--- src/rtl/pipe_pkg.sv ---
// Shared definitions for elastic pipeline stages: count width, state encoding,
// and payload field offsets so every stage instance packs decode/commit fields identically.
package pipe_pkg;

    localparam int PIPE_CNT_W = 2;

    typedef enum logic [PIPE_CNT_W-1:0] {
        PIPE_EMPTY = 2'd0,
        PIPE_ONE   = 2'd1,
        PIPE_FULL  = 2'd2
    } pipe_state_e;

    // Payload layout (LSB offsets and widths) shared by decode->execute->commit stages.
    localparam int PIPE_F_OPCODE_LSB = 0;
    localparam int PIPE_F_OPCODE_W   = 7;
    localparam int PIPE_F_RD_LSB     = 7;
    localparam int PIPE_F_RD_W       = 5;
    localparam int PIPE_F_RS1_LSB    = 12;
    localparam int PIPE_F_RS1_W      = 5;
    localparam int PIPE_F_RS2_LSB    = 17;
    localparam int PIPE_F_RS2_W      = 5;
    localparam int PIPE_F_IMM_LSB    = 22;
    localparam int PIPE_F_IMM_W      = 32;
    localparam int PIPE_F_PC_LSB     = 54;
    localparam int PIPE_F_PC_W       = 32;
    localparam int PIPE_F_COMMIT_LSB = 86;
    localparam int PIPE_F_COMMIT_W   = 8;
    localparam int PIPE_F_TOTAL_W    = 94;

    function automatic logic pipe_ready_next(input pipe_state_e nx);
        return (nx != PIPE_FULL);
    endfunction

endpackage

--- src/rtl/pipe_skid_slot.sv ---
// One storage slot of the elastic stage: a valid bit plus payload register
// with load and clear; clear keeps the stale payload so it stays observable.
module pipe_skid_slot #(
    parameter int DATA_W = 256
) (
    input  logic              clk,
    input  logic              rst,
    input  logic              load,
    input  logic              clear,
    input  logic [DATA_W-1:0] din,
    output logic              valid,
    output logic [DATA_W-1:0] data
);

    logic              valid_r;
    logic [DATA_W-1:0] data_r;

    // Slot register: reset zeroes everything, clear drops validity, load captures.
    always_ff @(posedge clk) begin
        if (rst) begin
            valid_r <= 1'b0;
            data_r  <= {DATA_W{1'b0}};
        end else if (clear) begin
            valid_r <= 1'b0;
            data_r  <= data_r;
        end else if (load) begin
            valid_r <= 1'b1;
            data_r  <= din;
        end else begin
            valid_r <= valid_r;
            data_r  <= data_r;
        end
    end

    assign valid = valid_r;
    assign data  = data_r;

endmodule

--- src/rtl/pipe_stage_elastic.sv ---
// Elastic valid/ready pipeline stage register with flush.
// Define PIPE_STAGE_SKID_EN for the two-entry skid version with registered in_ready.
module pipe_stage_elastic
    import pipe_pkg::*;
#(
    parameter int DATA_W        = 256,
    parameter bit CLEAR_INVALID = 1'b1
) (
    input  logic                  clk,
    input  logic                  rst,
    input  logic                  flush,
    input  logic                  in_valid,
    output logic                  in_ready,
    input  logic [DATA_W-1:0]     in_data,
    output logic                  out_valid,
    input  logic                  out_ready,
    output logic [DATA_W-1:0]     out_data,
    output logic [PIPE_CNT_W-1:0] count
);

    pipe_state_e       state_r;
    pipe_state_e       state_nx_s;
    logic              in_fire_s;
    logic              out_fire_s;
    logic              m_load_s;
    logic              m_clear_s;
    logic              m_valid_s;
    logic [DATA_W-1:0] m_din_s;
    logic [DATA_W-1:0] m_data_s;

`ifdef PIPE_STAGE_SKID_EN
    logic              s_load_s;
    logic              s_clear_s;
    logic              s_valid_s;
    logic [DATA_W-1:0] s_data_s;
    logic              in_ready_r;
`endif

    assign in_fire_s  = in_valid & in_ready;
    assign out_fire_s = out_valid & out_ready;

    // Next-state and slot control; flush empties the stage and drops any in_fire.
    always_comb begin
        state_nx_s = state_r;
        m_load_s   = 1'b0;
        m_clear_s  = 1'b0;
        m_din_s    = in_data;
`ifdef PIPE_STAGE_SKID_EN
        s_load_s   = 1'b0;
        s_clear_s  = 1'b0;
`endif
        if (flush) begin
            state_nx_s = PIPE_EMPTY;
            m_clear_s  = 1'b1;
`ifdef PIPE_STAGE_SKID_EN
            s_clear_s  = 1'b1;
`endif
        end else begin
            case (state_r)
                PIPE_EMPTY: begin
                    if (in_fire_s) begin
                        state_nx_s = PIPE_ONE;
                        m_load_s   = 1'b1;
                    end else begin
                        state_nx_s = PIPE_EMPTY;
                    end
                end
                PIPE_ONE: begin
                    if (in_fire_s && out_fire_s) begin
                        state_nx_s = PIPE_ONE;
                        m_load_s   = 1'b1;
`ifdef PIPE_STAGE_SKID_EN
                    end else if (in_fire_s) begin
                        state_nx_s = PIPE_FULL;
                        s_load_s   = 1'b1;
`endif
                    end else if (out_fire_s) begin
                        state_nx_s = PIPE_EMPTY;
                        m_clear_s  = 1'b1;
                    end else begin
                        state_nx_s = PIPE_ONE;
                    end
                end
`ifdef PIPE_STAGE_SKID_EN
                PIPE_FULL: begin
                    // Skid entry moves up into the output register as the head drains.
                    if (out_fire_s && s_valid_s) begin
                        state_nx_s = PIPE_ONE;
                        m_load_s   = 1'b1;
                        m_din_s    = s_data_s;
                        s_clear_s  = 1'b1;
                    end else begin
                        state_nx_s = PIPE_FULL;
                    end
                end
`endif
                default: begin
                    state_nx_s = PIPE_EMPTY;
                    m_clear_s  = 1'b1;
`ifdef PIPE_STAGE_SKID_EN
                    s_clear_s  = 1'b1;
`endif
                end
            endcase
        end
    end

    // State register; reset outranks flush and all handshakes.
    always_ff @(posedge clk) begin
        if (rst) begin
            state_r <= PIPE_EMPTY;
        end else begin
            state_r <= state_nx_s;
        end
    end

    pipe_skid_slot #(.DATA_W(DATA_W)) u_m_slot (
        .clk   (clk),
        .rst   (rst),
        .load  (m_load_s),
        .clear (m_clear_s),
        .din   (m_din_s),
        .valid (m_valid_s),
        .data  (m_data_s)
    );

`ifdef PIPE_STAGE_SKID_EN
    pipe_skid_slot #(.DATA_W(DATA_W)) u_s_slot (
        .clk   (clk),
        .rst   (rst),
        .load  (s_load_s),
        .clear (s_clear_s),
        .din   (in_data),
        .valid (s_valid_s),
        .data  (s_data_s)
    );

    // Registered ready: low exactly while the next state is FULL.
    always_ff @(posedge clk) begin
        if (rst) begin
            in_ready_r <= 1'b1;
        end else begin
            in_ready_r <= pipe_ready_next(state_nx_s);
        end
    end

    assign in_ready = in_ready_r;
`else
    assign in_ready = ~out_valid | out_ready;
`endif

    assign out_valid = (state_r != PIPE_EMPTY);
    assign count     = state_r;
    assign out_data  = (m_valid_s || !CLEAR_INVALID) ? m_data_s : {DATA_W{1'b0}};

endmodule

--- config.mk ---
export PLATFORM = sky130hd
export DESIGN_NAME = pipe_stage_elastic
export DESIGN_NICKNAME = d
export VERILOG_FILES = /design/src/rtl/pipe_pkg.sv /design/src/rtl/pipe_skid_slot.sv /design/src/rtl/pipe_stage_elastic.sv
export SDC_FILE = /design/constraint.sdc
export NUM_CORES = 1
export LEC_CHECK = 0
export BUFFER_PORTS_ARGS = -buffer_cell sky130_fd_sc_hd__buf_2
export CAP_MARGIN = 0
export CORE_AREA = 5 5 198 200
export DETAILED_ROUTE_END_ITERATION = 10
export DIE_AREA = 0 0 203 205
export PLACE_DENSITY_LB_ADDON = 0.25
export SLEW_MARGIN = 20
export SYNTH_ARGS = -nofsm -noshare
export SYNTH_HDL_FRONTEND = slang
export SYNTH_SLANG_ARGS = --single-unit
--- constraint.sdc ---
create_clock -name clk -period 1.73 [get_ports clk]
set_clock_uncertainty 0.2 [all_clocks]
set_input_delay 0.173 -clock clk [delete_from_list [all_inputs] [get_ports clk]]
set_output_delay 0.173 -clock clk [all_outputs]
set_load 0.02 [all_outputs]
==> implementation parameters <==
Parameter                              Value

Outcome
  Outcome ... complete, but fails checks
  Violations in the final reports ... negative setup slack

Logic synthesis
  Number of warnings reported in the yosys synthesis log ... 0
  Synthesized net count ... roughly 1700
  Post-synthesis cell type count ... 19
  Average size of a mapped cell ... 9.57 um^2
  Seq cells post-synth ... 258
  Top-area cell type share of the netlist area ... 0.383
  Synthesized netlist cell count ... 1408
  Total standard cell area after synthesis ... 0.0135 mm^2
  Ranking of synthesized cells by area ... sky130_fd_sc_hd__dfxtp_1, sky130_fd_sc_hd__nand2b_1, sky130_fd_sc_hd__mux2i_1, sky130_fd_sc_hd__and2_1, sky130_fd_sc_hd__buf_12
  Largest area contributor in the netlist ... sky130_fd_sc_hd__dfxtp_1
  Sequential cell area fraction in the yosys report ... 0.383

STA
  Max-slew violation count ... 0
  Fin crit period ... just under 2 ns
  Unrepaired setup endpoints after global routing ... yes
  Setup WS post-layout ... -0.251 ns
  Final setup violation count ... 257
  Highest Clock Rate ... 0.505 GHz
  Hold violation count in the final report ... 0
  Final cycle utilization of the critical path ... 1.15

Detailed routing
  Total detailed-routing wirelength ... between 40000 and 50000 um
  Number of DRC markers after the initial detailed-route iteration ... around 470
  Average via count per standard cell ... 4.61
  Total DRC errors in the routed layout ... 0
  Number of nets still failing antenna checks after routing ... 0
  Metal2 WL ... 22700 um
  Routed wire length per instance ... 16.9 um
  Via count of the routed design ... between 10000 and 15000
  Top layer reached by signal wires ... met4
  Detailed route wirelength on metal3 ... 2800 um
  Number of optimization iterations in the first detailed-route pass ... 4
  Met1 WL ... 17800 um

CTS
  H-tree levels ... 1
  CTS clk-pin slew, worst paths ... 0.06 ns
  Sink count of the clock tree ... 258
  Clock tree from TritonCTS ... done
  Library cell used as clock root buffer ... sky130_fd_sc_hd__clkbuf_16
  Worst-Skew Late Latency ... 0.55 ns
  Total clock buffers created by CTS ... 30
  Buffer levels on the longest clock path ... 3

Global routing
  All-layer global routing usage ... 0.200
  Gr ovfl total ... 0
  Via count of the first global-routing pass ... 13000
  Global-route wire length before repair ... 68600 um
  Antenna violations before repair ... 2
  Pin count of the biggest net entering global routing ... 70

Pwr
  PwrDens ... 717 mW/mm^2
  Fraction of power spent switching nets ... 0.239
  Pwr Total ... 15.3 mW
  Maximum ir drop on the vdd rail ... 0.000712 V
  Switch Pwr ... around 3.7 mW
  Sequential Power Share ... 0.418
  Combinational fraction of design power ... 0.157
  Leak Pwr ... about 9.4 nW
  Internal power component ... 11.7 mW
  Fraction of power consumed by the clock network ... 0.425

Setup path
  Critical Path Sink Type ... output port
  Register-to-register setup slack ... 0 ns
  Origin of the critical flop-to-flop path ... count[0]$_SDFF_PP0_
  Data arrival time at the worst-slack endpoint ... 1.61 ns
  Crit path kind ... reg2out
  Startpoint type of the worst setup path ... register
  FF-to-FF End ... u_m_slot.data[26]$_SDFFE_PP0P_
  CP Data Required Time ... around 1.4 ns
  Largest fanout on the critical path ... 15
  R2r worst-path depth ... 5

Run
  Number of violations of the max-capacitance limit ... 0

Worst hold path
  Worst hold stages ... 5
  Start point of the worst hold path ... out_ready
  Class of the tightest hold or removal check ... in2reg
  Hold EP ... u_m_slot.data[225]$_SDFFE_PP0P_

Placed design
  Area of placed instances ... 0.0163 mm^2
  DP Wirelength ... 29100 um
  # port buffers ... 519
  Placer Congestion ... 0.814

Final layout
  Fillcell total ... 3056
  Area added between synthesis and finish ... 58.8%
  Ratio of cells with drive above 1 in the final layout ... 0.319
  Final design area excluding fillers ... 0.0214 mm^2
  Nets ... 2434

Die
  Total core area ... ~0.037 mm^2
  DIE AREA ... 0.0416 mm^2
  IO Count ... between 500 and 600
  Die Ht ... 205 um
  Standard-cell row count ... 71
  Effective utilization at floorplan ... 0.362
  Horizontal die dimension ... about 200 um
==> stage by stage <==
step                setup TNS [ns]  setup slack [ns]  hold WS [ns]  cells  utilization
floorplan                        0             0.146        0.0515   1408            -
global placement                 0            0.0728         0.219   2330        0.439
detailed placement               0            0.0183         0.211   2330        0.439
CTS                         -57.01            -0.292        0.0962   2664        0.560
global route                -74.92            -0.309         0.135   2672        0.575
finish                      -47.22            -0.251         0.125   2672        0.575
==> worst max-delay path, cell delays in order, from the launching register on <==
cell,delay [ns]
sky130_fd_sc_hd__dfxtp_4,0.40
sky130_fd_sc_hd__buf_12,0.17
sky130_fd_sc_hd__clkbuf_16,0.18
sky130_fd_sc_hd__and2_1,0.17
sky130_fd_sc_hd__buf_6,0.13
==> layout make-up <==
| cell class | instances | area [um^2] | share of cell area |
|---|---|---|---|
| clock buffer | 49 | 985 | 0.0460 |
| multi-input combinational | 1033 | 7610 | 0.356 |
| antenna | 2 | 5.00 | 0.000234 |
| clock inverter | 6 | 55.1 | 0.00257 |
| tap | 474 | 593 | 0.0277 |
| inverter | 1 | 3.75 | 0.000175 |
| timing repair buffer | 849 | 6970 | 0.326 |
| sequential | 258 | 5170 | 0.242 |
==> flip-flops by register name, summed over array words and instances (netlist names) <==
signal / cells
u_m_slot.data: 256
count: 1
u_m_slot.valid: 1
==> metal layers <==
metal | vias up | GRT usage
met5 | - | 0
met4 | 0 | 0.0832
met3 | 126 | 0.0437
met2 | 444 | 0.356
met1 | 5789 | 0.232
li1 | 5964 | -
==> logic make-up after synthesis <==
group / after synthesis / share of synthesized area
other cells: 1 / 0.000278
simple gates: 775 / 0.360
compound gates: 1 / 0.000371
flops: 258 / 0.383
mux: 256 / 0.190
buf+inv: 117 / 0.0656
==> power groups by stage <==
stage	Clock, mW	Combinational (mW)	Sequential, mW
finish	6.51	2.41	6.42
global route	6.92	2.60	6.45
CTS	6.70	2.33	6.40
detailed placement	0	1.74	6.54
global placement	0	1.71	6.53
floorplan	0	1.20	6.48
==> worst max path at each step <==
stage                                           endpoint  depth (start not counted)                         from
after detailed placement  u_m_slot.data[92]$_SDFFE_PP0P_                          5          count[0]$_SDFF_PP0_
final                                      out_data[104]                          4  u_m_slot.valid$_SDFFE_PP0P_
after global routing                       out_data[104]                          4  u_m_slot.valid$_SDFFE_PP0P_
after floorplan            u_m_slot.data[0]$_SDFFE_PP0P_                          6          count[0]$_SDFF_PP0_
after CTS                                    out_data[5]                          4  u_m_slot.valid$_SDFFE_PP0P_
after global placement                     out_data[156]                          3  u_m_slot.valid$_SDFFE_PP0P_
==> cells in the mapped netlist, drive strengths merged <==
| cell type | instances |
|---|---|
| nor2b | 1 |
| conb | 1 |
| nand2b | 512 |
| nor4 | 1 |
| dfxtp | 258 |
| clkbuf | 80 |
| inv | 1 |
| and2 | 256 |
| buf | 36 |
| a21oi | 1 |
| nor3 | 1 |
| nand2 | 1 |
| mux2i | 256 |
| nor3b | 1 |
| nor2 | 2 |
==> what timing repair did <==
action | 4_1_cts | 5_1_grt
hold endpoints to repair | 258 | 0
buffers inserted | 5 | 2
hold buffers | 273 | 0
resized for setup | 241 | 149
gates cloned | 1 | 4
setup endpoints to repair | 258 | 500
==> cells in the final DEF, fill, tap and decap left out, drive strengths merged <==
cell type    count
buf            568
nand2b         512
dlygate4sd3    273
dfxtp          258
mux2i          256
and2           256
clkbuf          57
clkinv           5
diode            2
nor2             2
nor2b            1
inv              1
nor3b            1
nand2            1
a21oi            1
nor4             1
nor3             1
conb             1
bufinv           1
(Power assumes the default switching activity.)
